`src/rtl/branch_predictor_gs2.sv`:
```
// branch_predictor_gs2: 2-way LRU BTB, gshare PHT and a return-address stack enabled by BP_RAS_EN.
// rst is asynchronous active-low; flush is a synchronous clear that takes priority over training.
module branch_predictor_gs2 #(
   parameter int BTB_SETS    = 8,
   parameter int PHT_ENTRIES = 64,
   parameter int HIST_LEN    = 6,
   parameter int CNT_BITS    = 2,
   parameter int RAS_DEPTH   = 4
) (
   input  logic        clk,
   input  logic        rst,
   input  logic        IF_DONE,
   input  logic        MEM_DONE,
   input  logic        flush,
   input  logic [31:0] IF_PC,
   output logic        IF_pTaken,
   output logic [31:0] IF_pTarget,
   input  logic [2:0]  EX_bType,
   input  logic        EX_rTaken,
   input  logic [31:0] EX_PC,
   input  logic [31:0] EX_bTarget,
   input  logic [31:0] EX_linkAddr
);
   localparam int SB = $clog2(BTB_SETS);
   localparam int PB = $clog2(PHT_ENTRIES);
   localparam int TW = 30 - SB;
   localparam logic [CNT_BITS-1:0] WT   = {1'b1, {(CNT_BITS-1){1'b0}}};
   localparam logic [CNT_BITS-1:0] WNT  = WT - CNT_BITS'(1);
   localparam logic [CNT_BITS-1:0] CMAX = '1;
   localparam logic [CNT_BITS-1:0] ONE  = CNT_BITS'(1);

   logic [1:0]          valid  [BTB_SETS];
   logic [TW-1:0]       tag    [BTB_SETS][2];
   logic [31:0]         target [BTB_SETS][2];
   logic [1:0]          kind   [BTB_SETS][2];
   logic [BTB_SETS-1:0] lru;
   logic [CNT_BITS-1:0] pht    [PHT_ENTRIES];
   logic [HIST_LEN-1:0] ghr;

   logic [SB-1:0]       if_set, ex_set;
   logic [TW-1:0]       if_tag, ex_tag;
   logic [PB-1:0]       if_idx, ex_idx;
   logic [1:0]          if_hit, ex_hit, ex_kind, hk;
   logic                if_way, ex_way, upd, is_cond, ras_ok, unused_ok;
   logic [CNT_BITS-1:0] pc_cnt, cnt_nxt;
   logic [31:0]         ras_top;

   assign if_set  = IF_PC[SB+1:2];
   assign if_tag  = IF_PC[31:SB+2];
   assign if_idx  = IF_PC[PB+1:2] ^ PB'(ghr);
   assign ex_set  = EX_PC[SB+1:2];
   assign ex_tag  = EX_PC[31:SB+2];
   assign ex_idx  = EX_PC[PB+1:2] ^ PB'(ghr);
   assign if_hit  = {valid[if_set][1] && tag[if_set][1] == if_tag, valid[if_set][0] && tag[if_set][0] == if_tag};
   assign ex_hit  = {valid[ex_set][1] && tag[ex_set][1] == ex_tag, valid[ex_set][0] && tag[ex_set][0] == ex_tag};
   assign if_way  = !if_hit[0];
   // Hit way first, then the first invalid way, then the LRU way.
   assign ex_way  = |ex_hit ? !ex_hit[0] : !valid[ex_set][0] ? 1'b0 : !valid[ex_set][1] ? 1'b1 : lru[ex_set];
   assign ex_kind = EX_bType == 3'b011 ? 2'd2 : EX_bType == 3'b100 ? 2'd3 : EX_bType == 3'b010 ? 2'd0 : 2'd1;
   assign upd     = IF_DONE && MEM_DONE && !flush && EX_bType != 3'b000;
   assign is_cond = EX_bType == 3'b010;
   assign pc_cnt  = pht[ex_idx];
   assign cnt_nxt = !(|ex_hit) ? (EX_rTaken ? WT : WNT) :
                    EX_rTaken ? (pc_cnt == CMAX ? pc_cnt : pc_cnt + ONE) :
                                (pc_cnt == '0 ? pc_cnt : pc_cnt - ONE);

   assign hk         = kind[if_set][if_way];
   assign IF_pTaken  = |if_hit && (hk != 2'd0 || pht[if_idx][CNT_BITS-1]);
   assign IF_pTarget = !(|if_hit) ? 32'h0 : (hk == 2'd3 && ras_ok) ? ras_top : target[if_set][if_way];

   always_ff @(posedge clk or negedge rst) begin
      if (!rst) begin
         valid  <= '{default: '0};
         tag    <= '{default: '0};
         target <= '{default: '0};
         kind   <= '{default: '0};
         lru    <= '0;
         pht    <= '{default: WT};
         ghr    <= '0;
      end else if (flush) begin
         valid  <= '{default: '0};
         tag    <= '{default: '0};
         target <= '{default: '0};
         kind   <= '{default: '0};
         lru    <= '0;
         pht    <= '{default: WT};
         ghr    <= '0;
      end else if (upd) begin
         valid[ex_set][ex_way]  <= 1'b1;
         tag[ex_set][ex_way]    <= ex_tag;
         target[ex_set][ex_way] <= EX_bTarget;
         kind[ex_set][ex_way]   <= ex_kind;
         lru[ex_set]            <= !ex_way;
         if (is_cond) begin
            ghr         <= {ghr[HIST_LEN-2:0], EX_rTaken};
            pht[ex_idx] <= cnt_nxt;
         end
      end
   end

`ifdef BP_RAS_EN
   localparam int RB = $clog2(RAS_DEPTH);
   localparam logic [RB:0] RAS_FULL = (RB+1)'(RAS_DEPTH);
   logic [31:0] ras [RAS_DEPTH];
   logic [RB-1:0] ras_tp;
   logic [RB:0]   ras_cnt;

   // Circular stack: overflow overwrites the oldest entry, pop on empty is ignored.
   always_ff @(posedge clk or negedge rst) begin
      if (!rst) begin
         ras     <= '{default: '0};
         ras_tp  <= '0;
         ras_cnt <= '0;
      end else if (flush) begin
         ras     <= '{default: '0};
         ras_tp  <= '0;
         ras_cnt <= '0;
      end else if (upd && EX_bType == 3'b011) begin
         ras[ras_tp + RB'(1)] <= EX_linkAddr;
         ras_tp               <= ras_tp + RB'(1);
         ras_cnt              <= ras_cnt == RAS_FULL ? ras_cnt : ras_cnt + (RB+1)'(1);
      end else if (upd && EX_bType == 3'b100 && ras_cnt != '0) begin
         ras_tp  <= ras_tp - RB'(1);
         ras_cnt <= ras_cnt - (RB+1)'(1);
      end
   end

   assign ras_ok    = ras_cnt != '0;
   assign ras_top   = ras[ras_tp];
   assign unused_ok = ^{IF_PC[1:0], EX_PC[1:0]};
`else
   assign ras_ok    = 1'b0;
   assign ras_top   = 32'h0;
   assign unused_ok = ^{EX_linkAddr, IF_PC[1:0], EX_PC[1:0], RAS_DEPTH != 0};
`endif
endmodule

```
`config.mk`:
```
export PLATFORM = sky130hd
export DESIGN_NAME = branch_predictor_gs2
export DESIGN_NICKNAME = d
export VERILOG_FILES = /design/src/rtl/branch_predictor_gs2.sv
export SDC_FILE = /design/constraint.sdc
export NUM_CORES = 2
export LEC_CHECK = 0
export ABC_AREA = 1
export BUFFER_PORTS_ARGS = -buffer_cell sky130_fd_sc_hd__buf_2
export CAP_MARGIN = 20
export CORE_MARGIN = 5
export CORE_UTILIZATION = 33
export CTS_CLUSTER_DIAMETER = 50
export DETAILED_ROUTE_END_ITERATION = 16
export GPL_ROUTABILITY_DRIVEN = 0
export PLACE_DENSITY = 0.48
export SLEW_MARGIN = 25
export SYNTH_ARGS = -nofsm -noshare
export SYNTH_HDL_FRONTEND = slang
export SYNTH_SLANG_ARGS = --single-unit
```
`constraint.sdc`:
```
create_clock -name clk -period 3.2 [get_ports clk]
set_input_delay 0.16 -clock clk [delete_from_list [all_inputs] [get_ports clk]]
set_output_delay 0.16 -clock clk [all_outputs]
set_load 0.005 [all_outputs]
```
==> impl_metrics.ini <==
[cells_and_area]
post-route-util_pct = 41.2
syn2layout_area_growth_pct = 24.5
layout.filler_cells = 19699
post_route_cells_drive_above_1_share_pct = 14.4
cell_area_after_layout_mm2 = 0.0793
final_net_count = 9182

[worst_setup_path]
timing.critical_path.slowest_stage_cell = dfrtp_1
critical_path_peak_fanout = 8
crit_arrival_ns = 3.53
critical_path.startpoint_type = register
worst_setup_path_end_kind = output port
list_of_cells_traversed_by_the_critical_path = nor2_1 -> nor2_1 -> o21ai_0 -> nand3_1 -> nand2_2 -> xor2_1 -> nand3_1 -> nor2_1 -> nand2_1 -> nor2_2 -> nand2_4 -> buf_16 -> buf_12 -> buf_4 -> o21ai_4 -> nor2_2 -> buf_2
critical_path_buf_inv_count = 4
setup.worst_path.class = register to output port
critical_path.top_delay_family = simple AND/OR/NAND/NOR gates
timing.critical_path.mode_cell = nor2_1
critPathMaxStageDelay_ns = 0.37
timing.critical_path.required_ns = 3.04

[outcome]
failed_checks = setup timing
run_status = finished with violations

[synthesis]
synth_commonest_cells = 2,279 x nand2_1, 1,856 x nand3_1, 1,070 x dfrtp_1
synthesized_area_per_cell_um2 = 7.23
synth_nets = 8942
netlist_area_mm2 = 0.0636
synth.ff_latch_count = 1134
synth_warnings = 0
synth_cells = 8805
synth_cell_type_count = 47
netlist.top_cell.by_area = dfrtp_1
ys_top_cells_by_area = dfrtp_1 42%, nand3_1 15%, nand2_1 13%
ys.flop_type = dfrtp_1
synth_top_area_share_pct = 42.1
most_used_standard_cell_by_instance_count_after_synthesis = nand2_1
synth-seq-area-share_pct = 44.7
synth-async-reset-ratio_pct = 100
edff_count_synth = 0

[timing]
rsz_0062_raised_after_global_routing = yes
tns_ns = -13.98
slew_viol_final = 0
hold_violations = 0
relSlewSlack_pct = 33.7
final_cycle_share_pct = 115
setup_violations = 33
period_needed_ns = 3.69
achievable-frequency_ghz = 0.271
worst_slack_ns = -0.489
skew_ns = 0.0413
tightest_slew_ns = 0.995

[cts]
cts_root_buffer = clkbuf_16
cts_num_sinks = 1134
max-clock-path-buffers = 3
clk_pin_slew_worst_paths_ns = 0.06
clk-insertion-delay-late_ns = 0.83
count_of_h_tree_levels_built_during_cts = 4
numCtsBuffers = 173
cts_tree = built

[global_route]
antenna_found_initial = 9
grt_usage_pct = 27.2
grt.overflow.total = 0
grt_first_pass_wirelength_um = 423000
grt_start_max_net_pins = 153
grt_pass1_vias = 62577

[floorplanning]
top_level_ports = 170
initial_utilization_pct = 33.1
die_y_um = 449
die-area_mm2 = 0.202
die_w_um = 449
placement_rows = 161
area_of_the_core_region_mm2 = 0.192

[pwr]
total_leakage_power_nw = 38.0
vdd_drop_max_mv = 0.537
total_power_mw = 40.0
power.density_cell_area_mw_per_mm2 = 504

[place]
port_buffers = 133
postPlaceCellArea_mm2 = 0.0705
worst_case_setup_slack_after_placement_ns = -0.372
post-dp-hpwl_um = 177000

[min_path]
hold_path_class = input pin to register

[job]
cap_viol_max_count = 0

[route]
routed_via_density = 5.69
detail_route.wl_per_cell_um = 25.6
firstDrtPassIters = 8
drt_iter0_markers = 8309
drt_drc_violations_left = 0
vias = 66741
drtAntennaViolNets = 0
drt_wl_total_um = 300000
## cell usage in the layout, fill, tap and decap left out, types with 11 or more instances in the layout
master,instances
or2_2,14
o22ai_1,52
nor3_1,21
diode_2,11
nor2_1,468
nand2_4,27
nor2_2,25
dfrtp_1,1070
nand3_1,1850
o211ai_1,69
o21ai_2,17
clkbuf_16,203
a21oi_1,330
dlygate4sd3_1,49
o21ai_0,971
nor2_4,20
clkinv_4,13
inv_6,14
o221ai_1,36
clkbuf_8,33
mux2_2,31
inv_1,423
o21ai_1,86
clkinvlp_4,15
bufinv_16,26
xnor2_1,11
buf_2,117
buf_6,27
nand2_1,2231
nand4_1,58
clkbuf_1,23
clkinv_2,15
dfstp_2,64
buf_4,408
buf_16,18
nand2_2,34
buf_12,148
xor2_1,12
a32oi_1,62
## where the power goes
part	internal (mW)	switching, mW
combinational	1.29	3.30
sequential	14.5	0.0631
clock	13.1	7.73
## metrics by stage
step,hold slack [ns],cells
after global placement,0.130,11284
after global routing,0.0679,11721
after floorplan,-0.136,8805
after CTS,0.00249,11679
final,0.0525,11730
after detailed placement,0.128,11284
## cell type report
class / count / area [um^2] / area share (%)
inverters: 439 / 1680 / 2.12
flip-flops and latches: 1134 / 28500 / 35.9
well taps: 2526 / 3160 / 3.99
repair buffers: 801 / 8660 / 10.9
diodes: 11 / 27.5 / 0.0347
clock inverters: 90 / 1340 / 1.69
clock buffers: 233 / 4980 / 6.28
multi-input cells: 6496 / 31000 / 39.1
## routing by layer
metal | global-route usage (%) | vias to the layer above | share of wire, %
met5 | 0 | - | 0
met2 | 43.2 | 3100 | 45
met4 | 8.92 | 0 | 3.4
met1 | 37.8 | 33001 | 43
met3 | 4.31 | 480 | 8.6
li1 | - | 30160 | -
## registers in the layout, indices dropped and copies added, names as in the netlist
signal / count
valid: 16
lru: 8
kind: 32
target: 512
ghr: 6
pht: 128
tag: 432
## logic make-up (layout without fill, tap and decap cells)
group | Yosys count | in the layout | synth area share [%]
compound gates | 1653 | 1653 | 14.0
simple gates | 4783 | 4784 | 32.5
mux | 31 | 31 | 0.548
xor+xnor | 28 | 28 | 0.385
buf+inv | 1176 | 1563 | 7.83
flops | 1134 | 1134 | 44.7
other cells | 0 | 11 | 0
## worst paths after layout
path,depth (start not counted),startpoint,slack (ns),to
max in group asynchronous,3,rst,2.16,target[171]$_DFFE_PN0P_
min in group asynchronous,3,rst,0.15,tag[149]$_DFFE_PN0P_
worst max-delay path,17,tag[321]$_DFFE_PN0P_,-0.49,IF_pTarget[19]
worst max register to register,21,tag[219]$_DFFE_PN0P_,0.07,target[139]$_DFFE_PN0P_
worst min register to register,2,target[382]$_DFFE_PN0P_,0.50,target[382]$_DFFE_PN0P_
worst min-delay path,5,EX_PC[23],0.05,tag[153]$_DFFE_PN0P_
## worst min-delay path, cell delays in order
cell and delay, ns:
buf_2 0.15, inv_1 0.14, nor2_1 0.20, nand3_1 0.14, nand2_1 0.05
## timing repair
action                                 in CTS  in global routing
setup endpoints to repair                  33                995
gates resized for setup                   143                131
buffers inserted                           17                 20
endpoints found under the hold margin    1121                  0
hold buffers                               50                  0
cloned                                      6                 29
pin swaps                                  13                 39
No activity file was read; power rests on OpenSTA's default activity.
